### src/rtl/shift_left_seq.sv
// rtl/shift_left_seq.sv - sequential 50-bit left digit shifter with valid/ready ports
// One digit is shifted per clock, so a request costs shift+2 cycles with no backpressure.
module shift_left_seq #(
  parameter int WIDTH     = 50,
  parameter int DIGIT     = 5,
  parameter int MAX_SHIFT = 4
) (
  input  logic             clk_i,
  input  logic             rst_i,
  input  logic             in_valid_i,
  output logic             in_ready_o,
  input  logic [WIDTH-1:0] in_i,
  input  logic [2:0]       shift_i,
  input  logic [DIGIT-1:0] fill_i,
  output logic             out_valid_o,
  input  logic             out_ready_i,
  output logic [WIDTH-1:0] out_o,
  output logic             out_err_o
);

  localparam int         NDIG      = WIDTH / DIGIT;
  localparam logic [2:0] MAX_SHIFT_L = 3'(MAX_SHIFT);

  typedef enum logic [1:0] {
    IDLE  = 2'd0,
    SHIFT = 2'd1,
    DONE  = 2'd2
  } state_t;

  state_t             state_q, state_d;
  logic [WIDTH-1:0]   data_q, data_d;
  logic [2:0]         cnt_q, cnt_d;
  logic [DIGIT-1:0]   fill_q, fill_d;
  logic               err_q, err_d;

  always_ff @(posedge clk_i or posedge rst_i) begin
    if (rst_i) begin
      state_q <= IDLE;
      data_q  <= '0;
      cnt_q   <= '0;
      fill_q  <= '0;
      err_q   <= 1'b0;
    end else begin
      state_q <= state_d;
      data_q  <= data_d;
      cnt_q   <= cnt_d;
      fill_q  <= fill_d;
      err_q   <= err_d;
    end
  end

  always_comb begin
    state_d = state_q;
    data_d  = data_q;
    cnt_d   = cnt_q;
    fill_d  = fill_q;
    err_d   = err_q;
    unique case (state_q)
      IDLE: begin
        if (in_valid_i) begin
          data_d = in_i;
          fill_d = fill_i;
          cnt_d  = shift_i;
          if (shift_i == 3'd0) begin
            state_d = DONE;
          end else if (shift_i > MAX_SHIFT_L) begin
            // Illegal counts flag an error and return an all-fill word.
            data_d  = {NDIG{fill_i}};
            err_d   = 1'b1;
            state_d = DONE;
          end else begin
            state_d = SHIFT;
          end
        end
      end
      SHIFT: begin
        data_d = {data_q[WIDTH-DIGIT-1:0], fill_q};
        cnt_d  = cnt_q - 3'd1;
        if (cnt_q == 3'd1) begin
          state_d = DONE;
        end
      end
      DONE: begin
        if (out_ready_i) begin
          err_d   = 1'b0;
          state_d = IDLE;
        end
      end
      default: state_d = IDLE;
    endcase
  end

  assign in_ready_o  = (state_q == IDLE) && !rst_i;
  assign out_valid_o = (state_q == DONE);
  assign out_o       = data_q;
  assign out_err_o   = err_q;

endmodule

### config.mk
export PLATFORM = sky130hd
export DESIGN_NAME = shift_left_seq
export DESIGN_NICKNAME = d
export VERILOG_FILES = /design/src/rtl/shift_left_seq.sv
export SDC_FILE = /design/constraint.sdc
export NUM_CORES = 1
export LEC_CHECK = 0
export CORE_ASPECT_RATIO = 1.4
export CORE_MARGIN = 4
export CORE_UTILIZATION = 46
export CTS_CLUSTER_DIAMETER = 120
export DETAILED_ROUTE_END_ITERATION = 10
export GPL_ROUTABILITY_DRIVEN = 0
export PLACE_DENSITY = 0.95
export SLEW_MARGIN = 20
export SYNTH_ARGS = -nofsm -noshare
export SYNTH_HDL_FRONTEND = slang
export SYNTH_SLANG_ARGS = --single-unit
### constraint.sdc
create_clock -name clk_i -period 2.85 [get_ports clk_i]
set_input_delay 0.4275 -clock clk_i [delete_from_list [all_inputs] [get_ports clk_i]]
set_output_delay 0.4275 -clock clk_i [all_outputs]
set_load 0.005 [all_outputs]
## Yosys cells after proc, flatten, opt, wreduce, memory -nomap -nowiden

Index checks and enable logic that the tools add are counted.

| operators by class | value |
|---|---|
| add/sub/neg operators | 1 |
| order comparisons | 1 |
| eq/ne operators | 8 |
| muxes and demuxes | 17 |
| reductions and logical operators | 10 |

Operator list:

| kind | number |
|---|---|
| $mux W50 | 3 |
| $pmux W50 S2 | 1 |
| $mux W2 | 5 |
| $ne A2 B2 Y1 const B | 4 |
| $pmux W2 S3 | 1 |
| $pmux W3 S2 | 1 |
| $reduce_and A5 Y1 | 1 |
| $mux W1 | 4 |
| $reduce_and A2 Y1 | 2 |
| $reduce_bool A2 Y1 | 2 |
| $eq A3 B1 Y1 const B | 1 |
| $gt A3 B3 Y1 const B | 1 |
| $logic_not A3 Y1 | 1 |
| $mux W3 | 1 |
| $reduce_and A3 Y1 | 1 |
| $sub A3 B1 Y3 const B | 1 |
| $eq A2 B1 Y1 const B | 1 |
| $eq A2 B2 Y1 const B | 1 |
| $logic_not A2 Y1 | 1 |
| $ne A2 B1 Y1 const B | 1 |
| $pmux W1 S2 | 1 |
| $logic_and A1 B1 Y1 | 1 |
| $logic_not A1 Y1 | 1 |

| storage, ports and cells | value |
|---|---|
| flip-flop bits (word level) | 61 |
| output and inout bits | 53 |
| word-level logic and storage cells | 42 |

## Logic depth before layout (Yosys ltp)

Gate-level depths: netlist of the first run.

| logic depth | value |
|---|---|
| word-level depth | 5 |
| depth in mapped cells | 8 |
| depth with buffers taken out | 6 |

## Least setup slack after synthesis of the first run

OpenSTA, ideal clock, no wires.

| path | value |
|---|---|
| path kind | in2reg |
| start | in shift_i[0] |
| end | reg data_q[21], in the netlist out_o[21] |
| library setup time | 0.082 ns |
| arrival | 1.648 ns |
| data required time | 2.768 ns |
| slack | 1.120 ns |
| stages | 8 |
| buffers on the path | 2 |
| path through | or2_2 > inv_1 > ha_1 > nand2b_1 > clkbuf_1 > clkbuf_1 > nand2_1 > a31oi_1 |

| between the ends | value |
|---|---|
| word-level cells in the longest chain between the ends | 5 |

RTL lines:

| item | RTL line | RTL |
|---|---|---|
| start, declared | 13 | `input logic [2:0] shift_i,` |
| $gt A3 B3 Y1 | 66 | `end else if (shift_i > MAX_SHIFT_L) begin` |
| $mux W50 | 66 |  |
| $mux W50 (*) | 64 | `if (shift_i == 3'd0) begin` |
| $mux W50 (*) | 60 | `if (in_valid_i) begin` |
| $pmux W50 S2 (*) | 58 | `unique case (state_q)` |
| end signal, assigned | 45 | `data_q <= data_d;` |
| end, declared | 31 | `logic [WIDTH-1:0] data_q, data_d;` |

Mark *: on every way between the ends. The rest lies on a longest branch, timed or not. The select of a mux whose other input is x is not followed.
A chain may end at the register's enable or synchronous reset.

## Final worst setup path of the first run

Ends and elaborated chain as after synthesis.

==> results of run 1 <==
worst min-delay path: cells and delay by family, from the launching register on:
family | cells | cell delay [ns]
AND/OR/NAND/NOR | 2 | 0.11
flip-flops | 1 | 0.34
power breakdown:
part           internal (uW)  switching, uW
clock                    313            318
sequential              1300            380
combinational           1150            932
total                   2770           1630
layout make-up:
class / instances / area (um2) / area share [%]
Multi-Input combinational cell: 205 / 1130 / 27.4
Timing Repair Buffer: 117 / 1200 / 29.1
Clock inverter: 4 / 25.0 / 0.606
Sequential cell: 61 / 1530 / 36.9
Inverter: 6 / 22.5 / 0.545
Tap cell: 70 / 87.6 / 2.12
Clock buffer: 12 / 135 / 3.27
routing by layer:
metal | GRT usage [%] | vias to the layer above
met5 | 0 | -
met4 | 9.07 | 0
met3 | 5.41 | 15
met2 | 36.5 | 109
met1 | 26.8 | 1311
li1 | - | 1266
flip-flops by register name, indices dropped and copies added (netlist names):
| signal | count |
|---|---|
| fill_q | 5 |
| out_err_o | 1 |
| state_q | 2 |
| out_o | 50 |
| cnt_q | 3 |
stage by stage:
step                      utilization [%]  total power (uW)
after floorplan                         -              2660
after global routing                 70.5              4680
final                                70.5              4390
after CTS                            70.5              4410
after global placement               67.7              3660
after detailed placement             67.7              3770
cells by family after synthesis:
| family | after synthesis |
|---|---|
| and+or+nand+nor | 82 |
| DFF | 61 |
| AOI/OAI and AO/OA | 119 |
| adders and majority gates | 4 |
| buffers and inverters | 28 |
path summary, 6_finish.rpt:
check	start	endpoint	cells past startpoint
min in group asynchronous	rst_i	out_o[17]	2
min	fill_q[2]	fill_q[2]	2
max reg2reg	state_q[0]	out_o[21]	3
max in group asynchronous	rst_i	out_o[13]	3
max	shift_i[0]	out_o[21]	7
min reg2reg	fill_q[2]	fill_q[2]	2
Yosys cell counts:
cell type	number	area share, %
nand2_1	66	8.9
dfrtp_1	61	55
a21oi_1	56	10
o22ai_1	50	11
clkbuf_1	11	1.5
buf_2	9	1.6
inv_1	6	0.81
a21oi_4	5	2.9
ha_1	4	1.8
nand2b_1	4	0.90
nor2b_1	3	0.67
o21ai_0	3	0.54
buf_6	2	0.81
nor2_1	2	0.27
nor3b_1	2	0.54
a22oi_1	1	0.27
a31oi_1	1	0.22
nand3_1	1	0.18
nor3_1	1	0.18
o21ba_2	1	0.36
o22a_1	1	0.31
o31a_1	1	0.31
or2_2	1	0.22
or3b_1	1	0.31
or3b_2	1	0.31
layout by cell type (no fill, tap or decap):
| cell | n |
|---|---|
| clkdlybuf4s50_1 | 114 |
| nand2_1 | 66 |
| dfrtp_1 | 61 |
| a21oi_1 | 56 |
| o22ai_1 | 50 |
| clkbuf_8 | 9 |
| a21oi_4 | 5 |
| inv_1 | 5 |
| ha_1 | 4 |
| nor2b_1 | 3 |
| o21ai_0 | 3 |
| clkbuf_1 | 3 |
| buf_12 | 3 |
| nand2b_2 | 2 |
| nor3b_1 | 2 |
| nand2b_1 | 2 |
| nor2_1 | 2 |
| clkinvlp_4 | 2 |
| clkinv_2 | 2 |
| or3b_1 | 1 |
| o21ba_2 | 1 |
| a31oi_1 | 1 |
| or3b_2 | 1 |
| nand3_1 | 1 |
| a22oi_1 | 1 |
| or2_2 | 1 |
| nor3_1 | 1 |
| inv_2 | 1 |
| o31a_1 | 1 |
| o22a_1 | 1 |
==> key figures, run 1 <==
Run status
  • Status: completed

Yosys
  • Mean post-synth cell area: roughly 9.5 um2
  • Register area share after synthesis: about 55%
  • Simple-gate share of the synthesized area: 12.5%
  • FF+latch count, synth: roughly 60
  • Synthesized cell area: 0.00279 mm2
  • Adder-Cell Fraction of Synth Area: 1.80%
  • Largest family of logic cells by synthesized area: compound AO/OA/AOI/OAI gates
  • Mapped Cells: between 200 and 300
  • Syn Nets: 360
  • Compound-Gate Fraction of Synth Area: about a quarter
  • Distinct cells, synth: 25
  • Xor/xnor cell area share of the yosys netlist: 0%
  • Mux cell area share after synthesis: 0%
  • Yosys warns: 0

Clocking
  • CTS Sinks: between 60 and 70
  • Post-cts resize count: 0
  • Clock insertion delay at the later pin of the skew report: ~0.34 ns
  • CTS tree: yes
  • Number of buffers created by CTS: 9
  • Hold buffer count at cts: 0
  • Clock-pin slew on the worst setup and hold paths: 0.07 ns
  • Setup bufs post-CTS: 0
  • H-Tree Depth: 3
  • Longest Clk Path Bufs: 2
  • Root Buffer: clkbuf_8

Setup path
  • Worst setup EP type: register
  • Worst R2R Setup Slack: approximately 0.9 ns
  • WS Path Type: in -> reg
  • Family with the most delay on the worst path: simple AND/OR/NAND/NOR gates
  • Slowest-stage cell, CP: nor2b_1
  • Buffer and inverter count on the worst path: 2
  • Startpoint types: input port
  • Cells along the critical path: clkdlybuf4s50_1 -> or2_2 -> inv_1 -> ha_1 -> nor2b_1 -> a21oi_4 -> a31oi_1
  • Crit Path Max Fanout: 10
  • Crit path required time: 3.10 ns
  • CP arrival: 2.54 ns
  • Critical Path Max Stage Delay: 0.83 ns

Floorplan
  • Die area: 0.00738 mm2
  • FP Rows: 33
  • Ports: about 120
  • Initial Utilization: around 48%
  • Chip Width: 73.8 um
  • Die height: 100 um
  • Area of the core: 0.00586 mm2

STA
  • Worst slew pin tran: 1.08 ns
  • WHS: 0.488 ns
  • Max Clock Skew: 0.00778 ns
  • RSZ-0062 raised after global routing: no
  • Peak Freq: roughly 440 MHz
  • Final hold vios: 0
  • Pins Over Slew Limit: 0
  • Min Clock Period, post-route: approximately 2.3 ns
  • Fin crit share: just over 80%
  • Worst slew margin: 28.1%
  • Setup TNS: 0 ns
  • Final setup vio count: 0
  • Final setup margin: 0.555 ns

Global route
  • Grt ovf: 0
  • First-pass GRT wire length: 12600 um
  • Initial antenna violation count: 0
  • Pin count of the biggest net entering global routing: 53
  • Total track usage: approximately 22%
  • Vias in the first global route: 2705

Flow run
  • Total of max-cap violations: 0

Worst hold path
  • Hold Path Class: reg -> reg

Route
  • DRT iter0 DRCs: 156
  • Routed len/inst: 16.9 um
  • DR WL met3: 559 um
  • DR top layer: met4
  • Routed length on met2: between 4000 and 5000 um
  • Drc violations: 0
  • DR pass1 iterations: 4
  • Vias/cell: 5.69
  • Total vias in the final route: 2701
  • Routed Antenna Nets: 0
  • WL met1: 3160 um
  • Routed WL: 8010 um

Layout
  • Layout cells sized above 1: 6.67%
  • Synthesis-to-finish area growth: 48.3%
  • Antenna Cells: 0
  • Fillers: 440
  • Net count, final: approximately 470
  • Post-route cell area: 0.00413 mm2
  • Post-route insts no fill: 475

Placed design
  • DPL Wire Length: between 5000 and 6000 um
  • Placed Area: 0.00397 mm2
  • Pre-CTS setup slack: 0.188 ns
  • Port Buffers: 114
  • Inst Count DP: 459

Pwr
  • Max VDD drop: 0.726 mV
  • Leakage power: ~0.0017 uW
  • PwrDens: 1060 mW/mm2
Power figures use the tool's default switching activity.
==> inputs of run 2 (changes only) <==
--- a/config.mk
+++ b/config.mk
@@ -7,11 +7,11 @@
 export LEC_CHECK = 0
 export CORE_ASPECT_RATIO = 1.4
 export CORE_MARGIN = 4
-export CORE_UTILIZATION = 46
+export CORE_UTILIZATION = 39
 export CTS_CLUSTER_DIAMETER = 120
 export DETAILED_ROUTE_END_ITERATION = 10
 export GPL_ROUTABILITY_DRIVEN = 0
-export PLACE_DENSITY = 0.95
+export PLACE_DENSITY = 0.87
 export SLEW_MARGIN = 20
 export SYNTH_ARGS = -nofsm -noshare
 export SYNTH_HDL_FRONTEND = slang
==> constraint.sdc (replaced) <==
create_clock -name clk_i -period 2 [get_ports clk_i]
set_input_delay 0.3 -clock clk_i [delete_from_list [all_inputs] [get_ports clk_i]]
set_output_delay 0.3 -clock clk_i [all_outputs]
set_load 0.005 [all_outputs]
==> key figures, run 2 (synthesized netlist as in run 1, its figures left out) <==
Flow run
  • Total of max-cap violations: 0 (unchanged)

Floorplan
  • Die area: 0.00858 mm2 (+16%)
  • Ports: 115 (unchanged)
  • Chip Width: 79.4 um (+7.7%)
  • FP Rows: 36 (+9.1%)
  • Initial Utilization: 40.2% (-7.4 points)
  • Area of the core: 0.00694 mm2 (+18%)
  • Die height: 108 um (+7.9%)

Clocking
  • CTS tree: yes
  • Hold buffer count at cts: 0 (unchanged)
  • CTS Sinks: 61 (unchanged)
  • Longest Clk Path Bufs: 2 (unchanged)
  • H-Tree Depth: 3 (unchanged)
  • Setup bufs post-CTS: 0 (unchanged)
  • Post-cts resize count: 0 (unchanged)
  • Clock-pin slew on the worst setup and hold paths: 0.07 ns (about the same)
  • Number of buffers created by CTS: 9 (unchanged)
  • Clock insertion delay at the later pin of the skew report: 0.34 ns (about the same)
  • Root Buffer: clkbuf_8

Setup path
  • Cells along the critical path: nor3_1 -> clkdlybuf4s50_1
  • Worst setup EP type: output port
  • Crit Path Max Fanout: 10 (unchanged)
  • WS Path Type: reg -> out
  • Startpoint types: register
  • Slowest-stage cell, CP: clkdlybuf4s50_1
  • Crit path required time: 1.70 ns (-1.40 ns)
  • CP arrival: 1.57 ns (-0.97 ns)
  • Family with the most delay on the worst path: buffers and inverters
  • Critical Path Max Stage Delay: 0.53 ns (-0.30 ns)
  • Buffer and inverter count on the worst path: 1 (-1)

Layout
  • Commonest cells after routing, fill and taps aside: clkdlybuf4s50_1 (114), nand2_1 (66), dfrtp_1 (60)
  • Layout cells sized above 1: 9.66% (+3.0 points)
  • Net count, final: 475 (+1.9%)
  • Post-route cell area: 0.00432 mm2 (+4.7%)
  • Area of the multi-input gates: 0.00114 mm2 (+0.22%)
  • Antenna Cells: 0 (unchanged)
  • Max reg flops: 50 (unchanged)
  • Commonest non-fill, non-tap cell in the layout: clkdlybuf4s50_1
  • Synthesis-to-finish area growth: 55.2%
  • Fillers: 601 (+37%)
  • Sequential cell area: 0.00153 mm2 (about the same)

Placed design
  • Placed Area: 0.00410 mm2 (+3.1%)
  • Port Buffers: 114 (unchanged)
  • DPL Wire Length: 5950 um (+3.6%)

Global route
  • Pin count of the biggest net entering global routing: 56 (+5.7%)
  • First-pass GRT wire length: 13300 um (+5.5%)
  • Grt ovf: 0 (unchanged)
  • Vias in the first global route: 2775 (+2.6%)
  • Initial antenna violation count: 0 (unchanged)
  • Total track usage: 20.0% (-2.0 points)

STA
  • Worst slew pin tran: 0.334 ns (-0.742 ns)
  • Fin crit share: 93.7%
  • Worst slew margin: 77.7% (+50 points)
  • Final hold vios: 0 (unchanged)
  • Final setup vio count: 0 (unchanged)
  • Max Clock Skew: 0.00616 ns (-0.00162 ns)
  • RSZ-0062 raised after global routing: no
  • Peak Freq: 534 MHz
  • Pins Over Slew Limit: 0 (unchanged)
  • Min Clock Period, post-route: 1.87 ns

Route
  • DR pass1 iterations: 4 (unchanged)
  • DRT iter0 DRCs: 170 (+9.0%)
  • Routed Antenna Nets: 0 (unchanged)
  • Routed WL: 8340 um (+4.1%)
  • Routed len/inst: 16.4 um (-2.9%)
  • Vias/cell: 5.35 (-5.9%)
  • Drc violations: 0 (unchanged)
  • Total vias in the final route: 2725 (+0.89%)

Worst hold path
  • Hold Path Class: in -> async

Pwr
  • Leakage power: 0.00178 uW (+5.4%)
  • Max VDD drop: 0.756 mV (+4.1%)
  • Total power: 6720 uW (+53%)
  • PwrDens: 1550 mW/mm2 (+46%)

Run status
  • Status: completed
==> run 2: path summary, 6_finish.rpt <==
kind / slack (ns) / start / depth (start not counted) / end
max in group asynchronous: 1.26 / rst_i / 3 / out_o[19]
setup / recovery: 0.13 / state_q[0] / 2 / in_ready_o
hold reg to reg: 0.49 / fill_q[2] / 2 / fill_q[2]
hold / removal: 0.20 / rst_i / 2 / cnt_q[2]
min in group clk_i: 0.49 / fill_q[2] / 2 / fill_q[2]
setup reg to reg: 0.32 / state_q[0] / 4 / out_o[8]
==> run 2: layout make-up <==
class	count	share of cell area, %
clock buffer	12	3.59
clock inverter	4	1.62
inverter	6	0.521
multi-input combinational	205	26.3
sequential	61	35.3
tap	95	2.75
timing repair buffer	126	29.9
==> run 2: where the power goes <==
group          switching [uW]  total, uW  internal, uW
registers                 536       2390          1860
logic                    1370       3090          1720
clock network             461       1230           766
total                    2370       6720          4350
==> run 2: metal layers <==
layer	wire length (um)	share of wire (%)	track usage (%)	vias to the layer above
met5	0	0	0	-
met4	185	2.2	8.23	0
met3	547	6.6	4.75	13
met2	4330	52	33.9	122
met1	3270	39	24.3	1301
li1	-	-	-	1289
==> run 2: per-stage QoR <==
| stage | TNS, ns | setup slack [ns] | hold WS, ns | cells | util, % |
|---|---|---|---|---|---|
| after floorplan | 0 | 0.187 | 0.386 | 294 | - |
| after global placement | -4.66 | -0.118 | 0.461 | 493 | 59.0 |
| after global routing | 0 | 0.0194 | 0.204 | 509 | 62.3 |
| final | 0 | 0.126 | 0.204 | 509 | 62.3 |
| after CTS | 0 | 0.0375 | 0.195 | 509 | 62.3 |
| after detailed placement | -6.04 | -0.152 | 0.467 | 493 | 59.0 |
==> run 2: worst reg2reg max path, delay by kind of cell (launching register included) <==
kind	cells	cell delay [ns]
compound gates	2	0.42
buf+inv	1	0.21
flops	1	0.49
simple gates	1	0.42
==> inputs of run 3 (changes only) <==
--- a/config.mk
+++ b/config.mk
@@ -8,6 +8,7 @@
 export CORE_ASPECT_RATIO = 1.4
 export CORE_MARGIN = 4
 export CORE_UTILIZATION = 39
+export CTS_BUF_LIST = sky130_fd_sc_hd__clkbuf_16
 export CTS_CLUSTER_DIAMETER = 120
 export DETAILED_ROUTE_END_ITERATION = 10
 export GPL_ROUTABILITY_DRIVEN = 0
==> key figures, run 3 (synthesized netlist as in run 1, its figures left out) <==
Global route
  • First-pass GRT wire length: 13500 um (+1.8%)
  • Vias in the first global route: 2796 (+0.76%)
  • Pin count of the biggest net entering global routing: 56 (unchanged)
  • Total track usage: 20.4% (+0.37 points)
  • Grt ovf: 0 (unchanged)
  • Initial antenna violation count: 0 (unchanged)

Route
  • DR pass1 iterations: 4 (unchanged)
  • Routed WL: 8500 um (+2.0%)
  • DR WL met3: 538 um (-1.6%)
  • Vias/cell: 5.39 (+0.77%)
  • Drc violations: 0 (unchanged)
  • Routed Antenna Nets: 0 (unchanged)
  • DRT iter0 DRCs: 157 (-7.6%)
  • Routed len/inst: 16.7 um (+2.0%)
  • WL met1: 3320 um (+1.5%)
  • DR top layer: met4
  • Routed length on met2: 4470 um (+3.2%)
  • Total vias in the final route: 2746 (+0.77%)

Pwr
  • Total power: 7090 uW (+5.5%)
  • Leakage power: 0.00182 uW (+2.2%)
  • Max VDD drop: 0.889 mV (+18%)
  • PwrDens: 1610 mW/mm2 (+3.7%)

Clocking
  • Number of buffers created by CTS: 9 (unchanged)
  • H-Tree Depth: 3 (unchanged)
  • Root Buffer: clkbuf_16
  • Clock insertion delay at the later pin of the skew report: 0.32 ns (-0.02 ns)
  • CTS Sinks: 61 (unchanged)
  • CTS tree: yes
  • Setup bufs post-CTS: 0 (unchanged)
  • Post-cts resize count: 0 (unchanged)
  • Longest Clk Path Bufs: 2 (unchanged)
  • Clock-pin slew on the worst setup and hold paths: 0.05 ns (-0.02 ns)
  • Hold buffer count at cts: 0 (unchanged)

Layout
  • Sequential cell area: 0.00153 mm2 (unchanged)
  • Layout cells sized above 1: 8.94% (-0.72 points)
  • Commonest cells after routing, fill and taps aside: clkdlybuf4s50_1 (114), nand2_1 (66), dfrtp_1 (60)
  • Max reg flops: 50 (unchanged)
  • Fillers: 582 (-3.2%)
  • Post-route insts no fill: 509 (unchanged)
  • Synthesis-to-finish area growth: 58.0%
  • Commonest non-fill, non-tap cell in the layout: clkdlybuf4s50_1
  • Net count, final: 475 (unchanged)
  • Area of the multi-input gates: 0.00113 mm2 (-0.22%)
  • Antenna Cells: 0 (unchanged)

STA
  • Final hold vios: 0 (unchanged)
  • Peak Freq: 529 MHz (-0.86%)
  • Min Clock Period, post-route: 1.89 ns (+0.0162 ns)
  • RSZ-0062 raised after global routing: no
  • Final setup vio count: 0 (unchanged)
  • Worst slew margin: 78.0% (+0.27 points)
  • Fin crit share: 94.5% (+0.81 points)
  • Worst slew pin tran: 0.329 ns (-0.00485 ns)
  • Pins Over Slew Limit: 0 (unchanged)
  • Max Clock Skew: 0.00357 ns (-0.00259 ns)

Setup path
  • Startpoint types: register
  • Family with the most delay on the worst path: buffers and inverters
  • Slowest-stage cell, CP: clkdlybuf4s50_1
  • WP depth: 2 (unchanged)
  • Buffer and inverter count on the worst path: 1 (unchanged)
  • Cells along the critical path: nor2b_1 -> clkdlybuf4s50_1
  • Critical Path Max Stage Delay: 0.54 ns (about the same)
  • Crit path required time: 1.70 ns (about the same)
  • CP arrival: 1.59 ns (+0.02 ns)
  • WS Path Type: reg -> out
  • Worst setup EP type: output port
  • Reg2reg path depth: 4 (unchanged)
  • Crit Path Max Fanout: 10 (unchanged)

Placed design
  • Port Buffers: 114 (unchanged)
  • Inst Count DP: 493 (unchanged)
  • DPL Wire Length: 5950 um (unchanged)

Run status
  • Status: completed

Floorplan
  • Die area: 0.00858 mm2 (unchanged)
  • Chip Width: 79.4 um (unchanged)
  • Ports: 115 (unchanged)
  • Initial Utilization: 40.2% (unchanged)
  • Die height: 108 um (unchanged)
  • Area of the core: 0.00694 mm2 (unchanged)
  • FP Rows: 36 (unchanged)

Worst hold path
  • Hold Path Class: in -> async

Flow run
  • Total of max-cap violations: 0 (unchanged)
==> run 3: through the flow <==
stage | util [%] | hold slack, ns | setup slack (ns) | area, um2 | setup TNS, ns
after floorplan | - | 0.386 | 0.187 | 2790 | 0
after global placement | 59.0 | 0.461 | -0.118 | 4100 | -4.66
after detailed placement | 59.0 | 0.467 | -0.152 | 4100 | -6.04
after CTS | 63.5 | 0.222 | 0.0656 | 4400 | 0
after global routing | 63.5 | 0.228 | 0.0216 | 4400 | 0
final | 63.5 | 0.220 | 0.110 | 4400 | 0
==> run 3: area by class of cell <==
cell class                 count  share of cell area (%)
sequential                    61                    34.7
timing repair buffer         126                    29.4
multi-input combinational    205                    25.7
clock buffer                   9                    5.12
tap                           95                    2.70
clock inverter                 7                    1.85
inverter                       6                   0.512
==> run 3: worst paths after layout <==
path / startpoint / endpoint / slack (ns)
worst max-delay path: state_q[0] / out_valid_o / 0.11
worst min-delay path: rst_i / cnt_q[2] / 0.22
worst max register to register: state_q[0] / out_o[0] / 0.32
worst min register to register: fill_q[3] / fill_q[3] / 0.49
max in group asynchronous: rst_i / out_o[11] / 1.25
min in group clk_i: fill_q[3] / fill_q[3] / 0.49
==> run 3: report_power, final <==
group          internal (uW)  switching, uW  total (uW)
logic                   1720           1390        3110
registers               1860            538        2400
clock network           1070            509        1580
==> run 3: per-layer routing <==
metal | GRT usage [%] | up-vias
li1 | - | 1287
met1 | 24.2 | 1327
met2 | 35.3 | 119
met3 | 4.58 | 13
met4 | 8.23 | 0
met5 | 0 | -
